File: src/rtl/spi_slave_duplex.sv
// SPI slave: N-bit MSB-first words, all four CPOL/CPHA modes, fully clk-synchronous.
// Defining SPI_SLAVE_DUPLEX_TX_EN adds the TX holding/shift path that drives miso.
module spi_slave_duplex #(
    parameter int unsigned N           = 8,
    parameter int unsigned CPOL        = 0,
    parameter int unsigned CPHA        = 0,
    parameter int unsigned SYNC_STAGES = 2
) (
    input  logic         clk,
    input  logic         reset,
    input  logic         sck,
    input  logic         cs_n,
    input  logic         mosi,
    output logic         miso,
    input  logic [N-1:0] tx_data,
    input  logic         tx_valid,
    output logic         tx_ready,
    output logic [N-1:0] rx_data,
    output logic         rx_valid,
    input  logic         rx_ready,
    output logic         overrun,
    output logic         busy
);
    localparam int unsigned CW       = $clog2(N);
    localparam logic        SCK_IDLE = 1'(CPOL);

    typedef enum logic {IDLE, ACTIVE} state_t;

    state_t                 state_q, state_d;
    logic [SYNC_STAGES-1:0] sck_sync_q, sck_sync_d;
    logic [SYNC_STAGES-1:0] cs_sync_q, cs_sync_d;
    logic [SYNC_STAGES-1:0] mosi_sync_q, mosi_sync_d;
    logic                   sck_prev_q, sck_prev_d;
    logic [CW-1:0]          bit_cnt_q, bit_cnt_d;
    logic [N-1:0]           rx_sh_q, rx_sh_d;
    logic [N-1:0]           rx_data_q, rx_data_d;
    logic                   rx_valid_q, rx_valid_d;
    logic                   overrun_q, overrun_d;

    logic sck_s, cs_s, mosi_s;
    logic rise_c, fall_c, lead_c, trail_c, sample_c;
    logic load_c, word_done_c, active_c;

    assign sck_s  = sck_sync_q[SYNC_STAGES-1];
    assign cs_s   = cs_sync_q[SYNC_STAGES-1];
    assign mosi_s = mosi_sync_q[SYNC_STAGES-1];

    // Edge detection on the synchronised sck; leading edge leaves the idle level.
    assign rise_c   = sck_s & ~sck_prev_q;
    assign fall_c   = ~sck_s & sck_prev_q;
    assign lead_c   = (CPOL != 0) ? fall_c : rise_c;
    assign trail_c  = (CPOL != 0) ? rise_c : fall_c;
    assign sample_c = (CPHA != 0) ? trail_c : lead_c;
    assign active_c = (state_q == ACTIVE) && !cs_s;

    always_comb begin
        sck_sync_d  = {sck_sync_q[SYNC_STAGES-2:0], sck};
        cs_sync_d   = {cs_sync_q[SYNC_STAGES-2:0], cs_n};
        mosi_sync_d = {mosi_sync_q[SYNC_STAGES-2:0], mosi};
        sck_prev_d  = sck_s;
        state_d     = state_q;
        bit_cnt_d   = bit_cnt_q;
        rx_sh_d     = rx_sh_q;
        rx_data_d   = rx_data_q;
        rx_valid_d  = rx_valid_q;
        overrun_d   = overrun_q;
        load_c      = 1'b0;
        word_done_c = 1'b0;

        if (rx_valid_q && rx_ready) begin
            rx_valid_d = 1'b0;
        end

        case (state_q)
            IDLE: begin
                if (!cs_s) begin
                    state_d   = ACTIVE;
                    bit_cnt_d = '0;
                    overrun_d = 1'b0;
                    load_c    = 1'b1;
                end
            end
            ACTIVE: begin
                if (cs_s) begin
                    state_d   = IDLE;
                    bit_cnt_d = '0;
                end else if (sample_c) begin
                    rx_sh_d = {rx_sh_q[N-2:0], mosi_s};
                    if (bit_cnt_q == CW'(N - 1)) begin
                        bit_cnt_d   = '0;
                        word_done_c = 1'b1;
                        load_c      = 1'b1;
                    end else begin
                        bit_cnt_d = bit_cnt_q + CW'(1);
                    end
                end
            end
            default: state_d = IDLE;
        endcase

        // A completed word is dropped only if the previous one is still unclaimed.
        if (word_done_c) begin
            if (rx_valid_q && !rx_ready) begin
                overrun_d = 1'b1;
            end else begin
                rx_data_d  = rx_sh_d;
                rx_valid_d = 1'b1;
            end
        end
    end

    always_ff @(posedge clk or negedge reset) begin
        if (!reset) begin
            state_q     <= IDLE;
            sck_sync_q  <= {SYNC_STAGES{SCK_IDLE}};
            cs_sync_q   <= '1;
            mosi_sync_q <= '0;
            sck_prev_q  <= SCK_IDLE;
            bit_cnt_q   <= '0;
            rx_sh_q     <= '0;
            rx_data_q   <= '0;
            rx_valid_q  <= 1'b0;
            overrun_q   <= 1'b0;
        end else begin
            state_q     <= state_d;
            sck_sync_q  <= sck_sync_d;
            cs_sync_q   <= cs_sync_d;
            mosi_sync_q <= mosi_sync_d;
            sck_prev_q  <= sck_prev_d;
            bit_cnt_q   <= bit_cnt_d;
            rx_sh_q     <= rx_sh_d;
            rx_data_q   <= rx_data_d;
            rx_valid_q  <= rx_valid_d;
            overrun_q   <= overrun_d;
        end
    end

    assign rx_data  = rx_data_q;
    assign rx_valid = rx_valid_q;
    assign overrun  = overrun_q;
    assign busy     = (state_q == ACTIVE);

`ifdef SPI_SLAVE_DUPLEX_TX_EN
    logic [N-1:0] hold_q, hold_d;
    logic [N-1:0] tx_sh_q, tx_sh_d;
    logic         tx_ready_q, tx_ready_d;
    logic         first_q, first_d;
    logic         miso_q, miso_d;
    logic         shift_c;

    assign shift_c = (CPHA != 0) ? lead_c : trail_c;

    // tx_ready_q doubles as the holding-register-empty flag.
    always_comb begin
        hold_d     = hold_q;
        tx_sh_d    = tx_sh_q;
        tx_ready_d = tx_ready_q;
        first_d    = first_q;

        if (load_c) begin
            tx_sh_d = tx_ready_q ? '0 : hold_q;
            first_d = 1'b1;
            if (!tx_ready_q) begin
                tx_ready_d = 1'b1;
            end
        end else if (active_c) begin
            if (sample_c) begin
                first_d = 1'b0;
            end
            // The shift edge ahead of a word's first sample edge must keep the MSB.
            if (shift_c && !first_q) begin
                tx_sh_d = {tx_sh_q[N-2:0], 1'b0};
            end
        end

        if (tx_valid && tx_ready_q) begin
            hold_d     = tx_data;
            tx_ready_d = 1'b0;
        end

        miso_d = (state_d == ACTIVE) ? tx_sh_d[N-1] : 1'b0;
    end

    always_ff @(posedge clk or negedge reset) begin
        if (!reset) begin
            hold_q     <= '0;
            tx_sh_q    <= '0;
            tx_ready_q <= 1'b1;
            first_q    <= 1'b0;
            miso_q     <= 1'b0;
        end else begin
            hold_q     <= hold_d;
            tx_sh_q    <= tx_sh_d;
            tx_ready_q <= tx_ready_d;
            first_q    <= first_d;
            miso_q     <= miso_d;
        end
    end

    assign miso     = miso_q;
    assign tx_ready = tx_ready_q;
`else
    logic unused_tx;

    assign unused_tx = ^{tx_data, tx_valid, load_c, active_c};
    assign miso      = 1'b0;
    assign tx_ready  = 1'b0;
`endif

endmodule
File: config.mk
export PLATFORM = sky130hd
export DESIGN_NAME = spi_slave_duplex
export DESIGN_NICKNAME = d
export VERILOG_FILES = /design/src/rtl/spi_slave_duplex.sv
export SDC_FILE = /design/constraint.sdc
export NUM_CORES = 1
export LEC_CHECK = 0
export BUFFER_PORTS_ARGS = -buffer_cell sky130_fd_sc_hd__buf_2
export CAP_MARGIN = 10
export CELL_PAD_IN_SITES_DETAIL_PLACEMENT = 0
export CELL_PAD_IN_SITES_GLOBAL_PLACEMENT = 2
export CORE_AREA = 2 2 48 83
export CTS_CLUSTER_SIZE = 24
export DETAILED_ROUTE_END_ITERATION = 10
export DIE_AREA = 0 0 50 85
export GPL_ROUTABILITY_DRIVEN = 1
export HOLD_SLACK_MARGIN = 0.15
export PLACE_DENSITY_LB_ADDON = 0.1
export SLEW_MARGIN = 40
export SYNTH_ARGS = -nofsm -noshare
export SYNTH_HDL_FRONTEND = slang
export SYNTH_SLANG_ARGS = --single-unit
File: constraint.sdc
create_clock -name clk -period 1.6 [get_ports clk]
set_clock_uncertainty 0.2 [all_clocks]
set_input_delay 0.16 -clock clk [delete_from_list [all_inputs] [get_ports clk]]
set_output_delay 0.16 -clock clk [all_outputs]
set_load 0.1 [all_outputs]
# Word level (Yosys, flattened, before mapping)
# Cells that the tools add are included.
[classes]
addsub = 1
n_eq_ne = 3
muxes = 20
bitwise_logic = 4
n_reduce_logical = 5
[ops]
columns = ["cell", "count"]
rows = [
  ["$mux W8", 3],
  ["$mux W1", 12],
  ["$mux W3", 4],
  ["$pmux W3 S2", 1],
  ["$reduce_and A2 Y1", 2],
  ["$add A3 B1 Y3 const B", 1],
  ["$eq A3 B3 Y1 const B", 1],
  ["$ne A3 B1 Y1 const B", 1],
  ["$not A1 Y1", 3],
  ["$logic_and A1 B1 Y1", 2],
  ["$ne A2 B2 Y1 const B", 1],
  ["$and A1 B1 Y1", 1],
  ["$logic_not A1 Y1", 1],
]
[totals]
regBits = 29
in_bits = 15
output_inout_bits = 13
word_cells = 43

# Longest topological paths before layout
# Gate-level depths: netlist of run 1.
[logic_depth]
ltp_word = 6
ltp_mapped = 5

# Least setup slack after synthesis of run 1
# No wires, ideal clock.
[synth_path]
kind = "reg-to-reg"
from = "register state_q (netlist: busy)"
to = "register rx_data_q[0] (netlist: rx_data[0])"
arrival_ns = 1.808
slack_ns = -0.534
stages_incl_launch_ff = 5
period_less_slack_ns = 2.134
cell_sequence = "dfrtp_1 -> and4bb_1 -> buf_6 -> nand3_4 -> mux2_2"
[synth_via]
elab_chain_len = 2
elab_cells_between_ends = 3
cone_classes = "2 x mux; 1 x reduce/logical"
[synth_lines]
columns = ["element", "line", "rtl"]
rows = [
  ["from (decl)", "29", "state_t state_q, state_d;"],
  ["from (signal assigned)", "125", "state_q <= state_d;"],
  ["$mux W1", "74", "case (state_q)"],
  ["$reduce_and A2 Y1 (no line)", "--", ""],
  ["to (signal assigned)", "132", "rx_data_q <= rx_data_d;"],
  ["to (decl)", "36", "logic [N-1:0] rx_data_q, rx_data_d;"],
]
# Several ways; a longest one is shown, not always the timed one.
# A chain may end at the register's enable or synchronous reset.

# Worst setup path in the final report of run 1
[layout_path]
from = "register cs_sync_q[1]"
to = "register rx_data_q[0] (netlist: rx_data[0])"
[layout_via]
elab_chain_len = 3
elab_cells_between_ends = 5
cone_classes = "4 x mux; 1 x reduce/logical"
[layout_lines]
columns = ["element", "line", "rtl"]
rows = [
  ["from (decl)", "31", "logic [SYNC_STAGES-1:0] cs_sync_q, cs_sync_d;"],
  ["from (signal assigned)", "127", "cs_sync_q <= cs_sync_d;"],
  ["$mux W1", "--", ""],
  ["$mux W1", "74", ""],
  ["$reduce_and A2 Y1 (no line)", "--", ""],
]
# Several ways; a longest one is shown, not always the timed one.

==> qor.txt, run 1 <==
Clk network pwr share = 36.7%
setup violators final = 0
Pre-Repair DR Iteration Count = 3
R2R depth = 3
Int Pwr = 1170 µW
startpoint types = flop
CP peak stage delay = 540 ps
Final Cycle Share = 99.3%
Sequential Power Share = 54.1%
Layout area overhead = 32.0%
RSZ-0062 raised after global routing = yes
routed length per instance = 13.0 µm
crit-path cells = and4bb_2 > nand3_4 > mux2_2
Synth Instances = 69
Tot Pwr = 1500 µW
switching fraction of total power = 21.7%
CTS H-tree lvls = 1
status = completed
Clk Latency, worst-skew pair = 270 ps
maxcap violations = 0
global-route wire length before repair = 3.22 mm
Worst Path Arrival = 1550 ps
Ant. Diodes = 0
Cell Area, Synth = 1060 µm²
Root Driver = clkbuf_8
CTS tree = done
Num CTS Buffers = 3
IO Port Bufs = 16
DIE HEIGHT = 85 µm
Final HPWL DP = 1.34 mm
FP Rows = 29
Ports = 28
Seq cells post-synth = 28
pwr/cell area = 1070 nW/µm²
Vias = 629
post-route ant nets = 0
synth unique cells = 16
worst reg-to-reg setup slack = 10 ps
total wire length = 1.89 mm
vias per cell = 4.34
gr ovfl total = 0
Peak supply drop = 0.581 mV
Die ar. = 4250 µm²
largest net degree at the start of global routing = 29
Hold Path Class = flop to flop
Core ar. = 3590 µm²
DRC viols = 0
final total negative setup slack = 0 ps
FF-to-FF End = rx_data[0]
Die W = 50 µm
Worst path slowest cell = dfstp_2
initial antenna violation count = 0
Initial Utilization = 29.5%
Max Root-Sink Buffers = 2
sequential-to-total area share from yosys stat = 66.4%
FF-to-FF Start = cs_sync_q[1]
Synth Warn # = 0
gp weighted congestion = 0.649
Final Hold Fails = 0
Worst setup endpoint = rx_data[0]
crit path max fanout = 8
Peak Freq = 629 MHz
Worst-Margin Slew = 629 ps
GRT Total Usage = 10.2%
Slew Viols, Final = 0
Setup crit end kind = flop
combinational share of power = 9.3%
Reg clk slew, reported paths = 90 ps
CP required = 1570 ps
# clock sinks = 28
Critical Path Start = cs_sync_q[1]
Fill cells = 360
min Tclk post-route = 1590 ps
LEAKAGE = 0.000704 µW
vias in the first global route = 696
Syn Area/Cell = 15.3 µm²
relative slew slack = 58.1%
initial drt markers = 1
Final nets = 117
CP Class = flop to flop
Sw Pwr = 324 µW
share of layout cells above drive strength 1 = 51.5%
how the worst min path moves through the flow:
stage                  start            end  depth (start not counted)
5_1_grt         cs_sync_q[0]   cs_sync_q[1]                          0
4_1_cts         cs_sync_q[0]   cs_sync_q[1]                          0
3_5_place_dp           reset     rx_data[4]                          1
2_1_floorplan          reset   bit_cnt_q[0]                          0
3_3_place_gp           reset     rx_data[4]                          1
6_report       sck_sync_q[0]  sck_sync_q[1]                          0
logic make-up after synthesis:
logic type      after synthesis  synth area share [%]
compound gates                5                  2.72
flops                        28                  66.4
simple gates                 11                  6.50
fa+ha+maj                     2                  2.36
mux                          18                  18.8
buf+inv                       4                  2.84
other cells                   1                 0.354
sequential cells by signal (all words and copies together), names as in the netlist:
name         cells
bit_cnt_q        3
busy             1
cs_sync_q        2
mosi_sync_q      2
overrun          1
rx_data          8
rx_sh_q          7
rx_valid         1
sck_prev_q       1
sck_sync_q       2
power by group through the flow:
stage / Combinational, µW / Sequential, µW / Clock [µW]
after floorplan: 83.1 / 821 / 0
after global placement: 130 / 824 / 0
after detailed placement: 132 / 825 / 0
after CTS: 140 / 811 / 573
after global routing: 151 / 819 / 604
final: 139 / 809 / 548
Yosys cell counts (all sizes together):
| cell type | number | area, µm² |
|---|---|---|
| nor2 | 1 | 3.75 |
| mux2 | 15 | 169 |
| conb | 1 | 3.75 |
| o21ai | 2 | 10.0 |
| o22ai | 3 | 18.8 |
| buf | 3 | 26.3 |
| nand3 | 1 | 17.5 |
| and4bb | 1 | 12.5 |
| nand2 | 6 | 22.5 |
| dfrtp | 26 | 651 |
| ha | 2 | 25.0 |
| dfstp | 2 | 52.6 |
| nand2b | 2 | 12.5 |
| inv | 1 | 3.75 |
| mux2i | 3 | 30.0 |
repair_timing:
action,4_1_cts,5_1_grt
buffers inserted,0,1
endpoints found under the hold margin,33,0
setup endpoints to repair,15,16
gates resized for setup,1,6
hold buffers,5,0
gates cloned,0,0
pin swaps,0,2
routing by layer:
metal / vias to the layer above / track usage [%] / routed length [µm]
met3: 2 / 1.58 / 47
met4: 0 / 6.06 / 26
met1: 323 / 11.5 / 774
met2: 9 / 17.7 / 1040
met5: - / 0 / 0
li1: 295 / - / -
area by class of cell:
cell class	count	area (µm²)	share of cell area [%]
inverter	1	3.75	0.269
clock inverter	1	30.0	2.15
multi-input combinational	38	359	25.7
timing repair buffer	28	198	14.1
sequential	28	708	50.7
tap	46	57.6	4.12
clock buffer	3	41.3	2.95
stage by stage:
| step | instance area, µm² | utilization, % | std cells | setup WS, ps | hold slack [ps] |
|---|---|---|---|---|---|
| finish | 1400 | 38.9 | 145 | 11.1 | 161 |
| global route | 1400 | 38.9 | 145 | -27.3 | 174 |
| CTS | 1360 | 37.9 | 144 | -11.3 | 165 |
| detailed placement | 1240 | 34.5 | 135 | -28.0 | 20.0 |
| global placement | 1240 | 34.5 | 135 | -22.3 | 4.79 |
| floorplan | 1070 | - | 70 | -175 | -336 |
cells in the final DEF (no fill, tap or decap), drive strengths merged:
master       count
clkbuf           3
o22ai            3
nand3            1
nand2b           2
dfstp            2
buf             23
mux2i            3
conb             2
and4bb           1
ha               2
nor2             1
bufinv           1
o21ai            2
inv              1
dlygate4sd3      5
mux2            15
nand2            6
dfrtp           26
critical path: cells and delay by family (launching register included):
| family | cells | cell delay, ps |
|---|---|---|
| simple gates | 2 | 390 |
| mux | 1 | 350 |
| flops | 1 | 540 |
(Power assumes the default switching activity.)
==> run 2, diff against run 1 <==
--- a/config.mk
+++ b/config.mk
@@ -8,11 +8,11 @@
 export BUFFER_PORTS_ARGS = -buffer_cell sky130_fd_sc_hd__buf_2
 export CAP_MARGIN = 10
 export CELL_PAD_IN_SITES_DETAIL_PLACEMENT = 0
-export CELL_PAD_IN_SITES_GLOBAL_PLACEMENT = 2
-export CORE_AREA = 2 2 48 83
+export CELL_PAD_IN_SITES_GLOBAL_PLACEMENT = 1
+export CORE_AREA = 2 2 44 77
 export CTS_CLUSTER_SIZE = 24
 export DETAILED_ROUTE_END_ITERATION = 10
-export DIE_AREA = 0 0 50 85
+export DIE_AREA = 0 0 46 79
 export GPL_ROUTABILITY_DRIVEN = 1
 export HOLD_SLACK_MARGIN = 0.15
 export PLACE_DENSITY_LB_ADDON = 0.1
==> run 2 against run 1 <==
Net effect:
- critical path depth unchanged
- die area down 14%
- largest power group unchanged
- setup slack better by 17 ps
- critical endpoint is now rx_data[6]
- cell count down 11%
- combinational power up 4%
==> qor.txt, run 2 (same netlist as run 1, synthesis figures left out) <==
Initial Utilization = 34.8% (+5.3 points)
Layout area overhead = 31.6%
commonest non-fill, non-tap cell in the layout = dfrtp_1
CTS H-tree lvls = 1 (unchanged)
Worst Path Arrival = 1530 ps (-20 ps)
hold depth = 0 (unchanged)
initial antenna violation count = 0 (unchanged)
IO Port Bufs = 16 (unchanged)
Final Cycle Share = 98.2% (-1.1 points)
CP bufs+invs = 0 (unchanged)
min Tclk post-route = 1570 ps (-17.3 ps)
DRC viols = 0 (unchanged)
pwr/cell area = 989 nW/µm² (-7.7%)
Slew Viols, Final = 0 (unchanged)
GRT Total Usage = 11.5% (+1.3 points)
FF-to-FF End = rx_data[6]
setup violators final = 0 (unchanged)
CP top delay family = flip-flops
Peak supply drop = 0.617 mV (+6.1%)
Vias = 631 (+0.32%)
Die W = 46 µm (-8.0%)
Reg clk slew, reported paths = 90 ps (about the same)
Ports = 28 (unchanged)
Worst Hold Slack = 161 ps (+0.00800 ps)
Clk Latency, worst-skew pair = 270 ps (about the same)
placed cell area = 1220 µm² (-1.7%)
Clk network pwr share = 30.7% (-6.0 points)
min-delay src = sck_sync_q[0]
initial drt markers = 5 (+4)
RSZ-0062 raised after global routing = yes
routed length per instance = 14.1 µm (+8.4%)
Int Pwr = 1060 µW (-9.4%)
Core ar. = 3040 µm² (-15%)
Worst Hold Path EP = sck_sync_q[1]
vias per cell = 4.89 (+13%)
Final nets = 118 (+0.85%)
CP Class = flop to flop
status = completed
combinational share of power = 10.5% (+1.2 points)
Max Root-Sink Buffers = 2 (unchanged)
final total negative setup slack = 0 ps (unchanged)
largest net degree at the start of global routing = 21 (-28%)
CP peak stage delay = 530 ps (about the same)
maxcap violations = 0 (unchanged)
post-route ant nets = 0 (unchanged)
gr ovfl total = 0 (unchanged)
Final Hold Fails = 0 (unchanged)
vias in the first global route = 692 (-0.57%)
total wire length = 1.82 mm (-3.5%)
Die ar. = 3630 µm² (-14%)
crit-path cells = and4bb_2 > nand3_4 > mux2_4
share of layout cells above drive strength 1 = 51.0% (-0.52 points)
global-route wire length before repair = 3.04 mm (-5.8%)
Largest register FFs = 8 (unchanged)
DIE HEIGHT = 79 µm (-7.1%)
Worst path slowest cell = dfstp_2
Peak Freq = 636 MHz (+1.1%)
Num CTS Buffers = 3 (unchanged)
most frequent cells in the layout = dfrtp_1 (24), buf_2 (15), mux2_4 (8)
# clock sinks = 28 (unchanged)
FF-to-FF Start = cs_sync_q[1]
crit path max fanout = 8 (unchanged)
Hold Path Class = flop to flop
CP required = 1560 ps (about the same)
CTS tree = done
switching fraction of total power = 22.9% (+1.2 points)
startpoint types = flop
Ant. Diodes = 0 (unchanged)
FP Rows = 27 (-6.9%)
R2R depth = 3 (unchanged)
gp weighted congestion = 0.669 (+3.1%)
Sw Pwr = 315 µW (-3.0%)
Setup crit end kind = flop
Final Cell Area = 1390 µm² (-0.36%)
Root Driver = clkbuf_8
LEAKAGE = 0.000722 µW (+2.5%)
worst reg-to-reg setup slack = 30 ps (+20 ps)
Final HPWL DP = 1.33 mm (-1.0%)
Pre-Repair DR Iteration Count = 4 (+1)
Sequential Power Share = 58.8% (+4.7 points)
run 2: metrics by stage:
| step | power, µW | util (%) | std cells | worst slack, ps |
|---|---|---|---|---|
| finish | 1380 | 45.8 | 129 | 28.4 |
| global route | 1440 | 45.8 | 129 | -25.4 |
| CTS | 1390 | 44.0 | 128 | -0.259 |
| detailed placement | 957 | 40.0 | 118 | -32.4 |
| global placement | 953 | 40.0 | 118 | -22.4 |
| floorplan | 904 | - | 70 | -175 |
run 2: routing by layer:
layer  wire length, µm  GRT usage [%]
met1               670           12.4
met2              1060           20.0
met3                57           2.27
met4                33           6.00
met5                 0              0
run 2: worst max path at each step:
stage	start	to	slack, ps	cells after the start
global route	sck_prev_q	rx_data[5]	-30	3
CTS	cs_sync_q[1]	rx_data[6]	-0.3	3
global placement	bit_cnt_q[1]	rx_data[7]	-20	4
finish	cs_sync_q[1]	rx_data[6]	30	3
detailed placement	bit_cnt_q[1]	rx_data[3]	-30	4
floorplan	busy	rx_data[0]	-180	4
run 2: timing repair:
action / CTS / global route
setup endpoints to repair: 8 / 16
setup buffers: 0 / 1
pin swaps: 0 / 1
hold buffers: 6 / 0
endpoints found under the hold margin: 33 / 0
gates resized for setup: 2 / 11
run 2: power groups by stage:
stage | clock network [µW] | registers [µW] | logic, µW
floorplan | 0 | 821 | 83.1
global placement | 0 | 822 | 130
detailed placement | 0 | 824 | 132
CTS | 438 | 810 | 142
global route | 460 | 819 | 157
finish | 423 | 809 | 145
run 2: area by class of cell:
| type | count | area (µm²) |
|---|---|---|
| Fill cell | 300 | 1650 |
| Sequential cell | 28 | 708 |
| Multi-Input combinational cell | 38 | 382 |
| Timing Repair Buffer | 29 | 208 |
| Clock buffer | 4 | 55.1 |
| Tap cell | 29 | 36.3 |
| Inverter | 1 | 3.75 |
==> run 3, diff against run 2 <==
==> config.mk (replaced) <==
export PLATFORM = sky130hd
export DESIGN_NAME = spi_slave_duplex
export DESIGN_NICKNAME = d
export VERILOG_FILES = /design/src/rtl/spi_slave_duplex.sv
export SDC_FILE = /design/constraint.sdc
export NUM_CORES = 1
export LEC_CHECK = 0
export CAP_MARGIN = 20
export CELL_PAD_IN_SITES_DETAIL_PLACEMENT = 0
export CELL_PAD_IN_SITES_GLOBAL_PLACEMENT = 1
export CORE_AREA = 2 2 41 71
export CTS_CLUSTER_SIZE = 24
export DETAILED_ROUTE_END_ITERATION = 10
export DIE_AREA = 0 0 43 73
export DONT_BUFFER_PORTS = 1
export GPL_ROUTABILITY_DRIVEN = 1
export HOLD_SLACK_MARGIN = 0.15
export PLACE_DENSITY_LB_ADDON = 0.1
export SETUP_SLACK_MARGIN = 0.3
export SLEW_MARGIN = 40
export SYNTH_ARGS = -nofsm -noshare
export SYNTH_HDL_FRONTEND = slang
export SYNTH_SLANG_ARGS = --single-unit
==> run 3 against run 2 <==
Net effect:
- utilization up 7.3 points
- the flow now finishes with violations (hold timing)
- critical path depth stayed put
- combinational power about the same
- largest power group unchanged
==> qor.txt, run 3 (same netlist as run 1, synthesis figures left out) <==
RSZ-0062 raised after global routing = yes
total wire length = 1.74 mm (-4.4%)
# clock sinks = 28 (unchanged)
gr ovfl total = 0 (unchanged)
CP peak stage delay = 530 ps (about the same)
Reg clk slew, reported paths = 90 ps (about the same)
Slew Viols, Final = 0 (unchanged)
crit-path cells = and4bb_2 > nand3_4 > mux2_2
Final HPWL DP = 1.19 mm (-10%)
share of layout cells above drive strength 1 = 48.9% (-2.1 points)
placed cell area = 1190 µm² (-1.8%)
DIE HEIGHT = 73 µm (-7.6%)
violated checks = hold timing
Die ar. = 3140 µm² (-14%)
min-delay src = rx_ready
Hold Path Class = input port to flop
most frequent cells in the layout = dfrtp_1 (24), mux2_2 (15), buf_6 (10)
startpoint types = flop
Worst path slowest cell = dfstp_2
commonest non-fill, non-tap cell in the layout = dfrtp_1
Clk Latency, worst-skew pair = 270 ps (about the same)
Worst Hold Slack = -37.1 ps (-198 ps)
Setup crit end kind = flop
maxcap violations = 0 (unchanged)
setup violators final = 0 (unchanged)
global-route wire length before repair = 2.79 mm (-8.2%)
CP top delay family = flip-flops
Num CTS Buffers = 3 (unchanged)
FF-to-FF Start = cs_sync_q[1]
Layout area overhead = 31.8%
Final Cycle Share = 99.2% (+0.96 points)
Initial Utilization = 40.3% (+5.5 points)
status = finished with violations
Final Cell Area = 1400 µm² (+0.18%)
Peak Freq = 630 MHz (-0.96%)
CP required = 1560 ps (about the same)
largest net degree at the start of global routing = 29 (+38%)
Fill cells = 238 (-21%)
Max Root-Sink Buffers = 2 (unchanged)
gp weighted congestion = 0.686 (+2.5%)
Ant. Diodes = 0 (unchanged)
initial drt markers = 8 (+3)
Core ar. = 2630 µm² (-14%)
Pre-Repair DR Iteration Count = 3 (-1)
Die W = 43 µm (-6.5%)
hold buffers post-CTS = 6 (unchanged)
Ports = 28 (unchanged)
Root Driver = clkbuf_8
Tot Pwr = 1380 µW (about the same)
CP Class = flop to flop
Worst Path Arrival = 1550 ps (+20 ps)
Critical Path Start = cs_sync_q[1]
post-route ant nets = 0 (unchanged)
Final Util = 53.1% (+7.3 points)
vias in the first global route = 624 (-9.8%)
LEAKAGE = 0.000676 µW (-6.3%)
FP Rows = 25 (-7.4%)
Final Hold Fails = 2 (+2)
vias per cell = 5.03 (+2.7%)
min Tclk post-route = 1590 ps (+15.3 ps)
CTS tree = done
GRT Total Usage = 12.3% (+0.79 points)
initial antenna violation count = 0 (unchanged)
CP bufs+invs = 0 (unchanged)
routed length per instance = 14.6 µm (+3.6%)
IO Port Bufs = 0 (-16)
Final nets = 110 (-6.8%)
Largest register FFs = 8 (unchanged)
CTS H-tree lvls = 1 (unchanged)
crit path max fanout = 8 (unchanged)
Peak supply drop = 0.787 mV (+28%)
pwr/cell area = 986 nW/µm² (-0.23%)
DRC viols = 0 (unchanged)
Vias = 598 (-5.2%)
## run 3: changes by cell type in the layout (fill, tap and decap cells not counted), sizes merged
cell	change
dlygate4sd3	-2
buf	-7
clkbuf	+1
## run 3: repair_timing
item / CTS / global route
resized for setup: 4 / 11
pin swaps: 3 / 0
endpoints found under the hold margin: 33 / 2
cloned: 0 / 1
setup endpoints to repair: 21 / 32
setup buffers: 1 / 0
## run 3: area by class of cell
class | instances | area, µm² | area share (%)
inverter | 1 | 3.75 | 0.269
multi-input combinational | 38 | 347 | 24.8
tap | 27 | 33.8 | 2.42
clock buffer | 4 | 55.1 | 3.95
sequential | 28 | 708 | 50.8
timing repair buffer | 21 | 248 | 17.8
## run 3: layer usage
layer | global-route usage [%] | vias to the layer above | wire (µm)
met5 | 0 | - | 0
met3 | 1.73 | 5 | 39
met1 | 13.1 | 302 | 688
li1 | - | 280 | -
met4 | 9.09 | 0 | 56
met2 | 21.5 | 11 | 957
## run 3: worst reg2reg max path, cell delays in order (launching register included)
cell      delay (ps)
dfstp_2          530
and4bb_2         260
nand3_4          130
mux2_2           350
## run 3: final timing paths
| kind | endpoint | slack (ps) | cells after the start |
|---|---|---|---|
| max | rx_data[6] | 10 | 3 |
| min | rx_valid | -40 | 2 |
| max reg2reg | rx_data[6] | 10 | 3 |
| min reg2reg | mosi_sync_q[1] | 160 | 0 |
| max in group asynchronous | cs_sync_q[1] | 810 | 2 |
| min in group asynchronous | busy | 190 | 2 |
## run 3: stage by stage
stage	instances	setup TNS (ps)	setup WS [ps]
global route	119	-173	-20.5
CTS	119	0	1.72
global placement	108	-0.0535	-0.0535
floorplan	70	-1750	-175
detailed placement	108	-1.35	-1.35
finish	119	0	13.1
## run 3: power breakdown
group	leakage (µW)	switching (µW)	internal [µW]
clock network	0.0000288	207	220
logic	0.000287	71.1	70.8
registers	0.000361	37.3	770
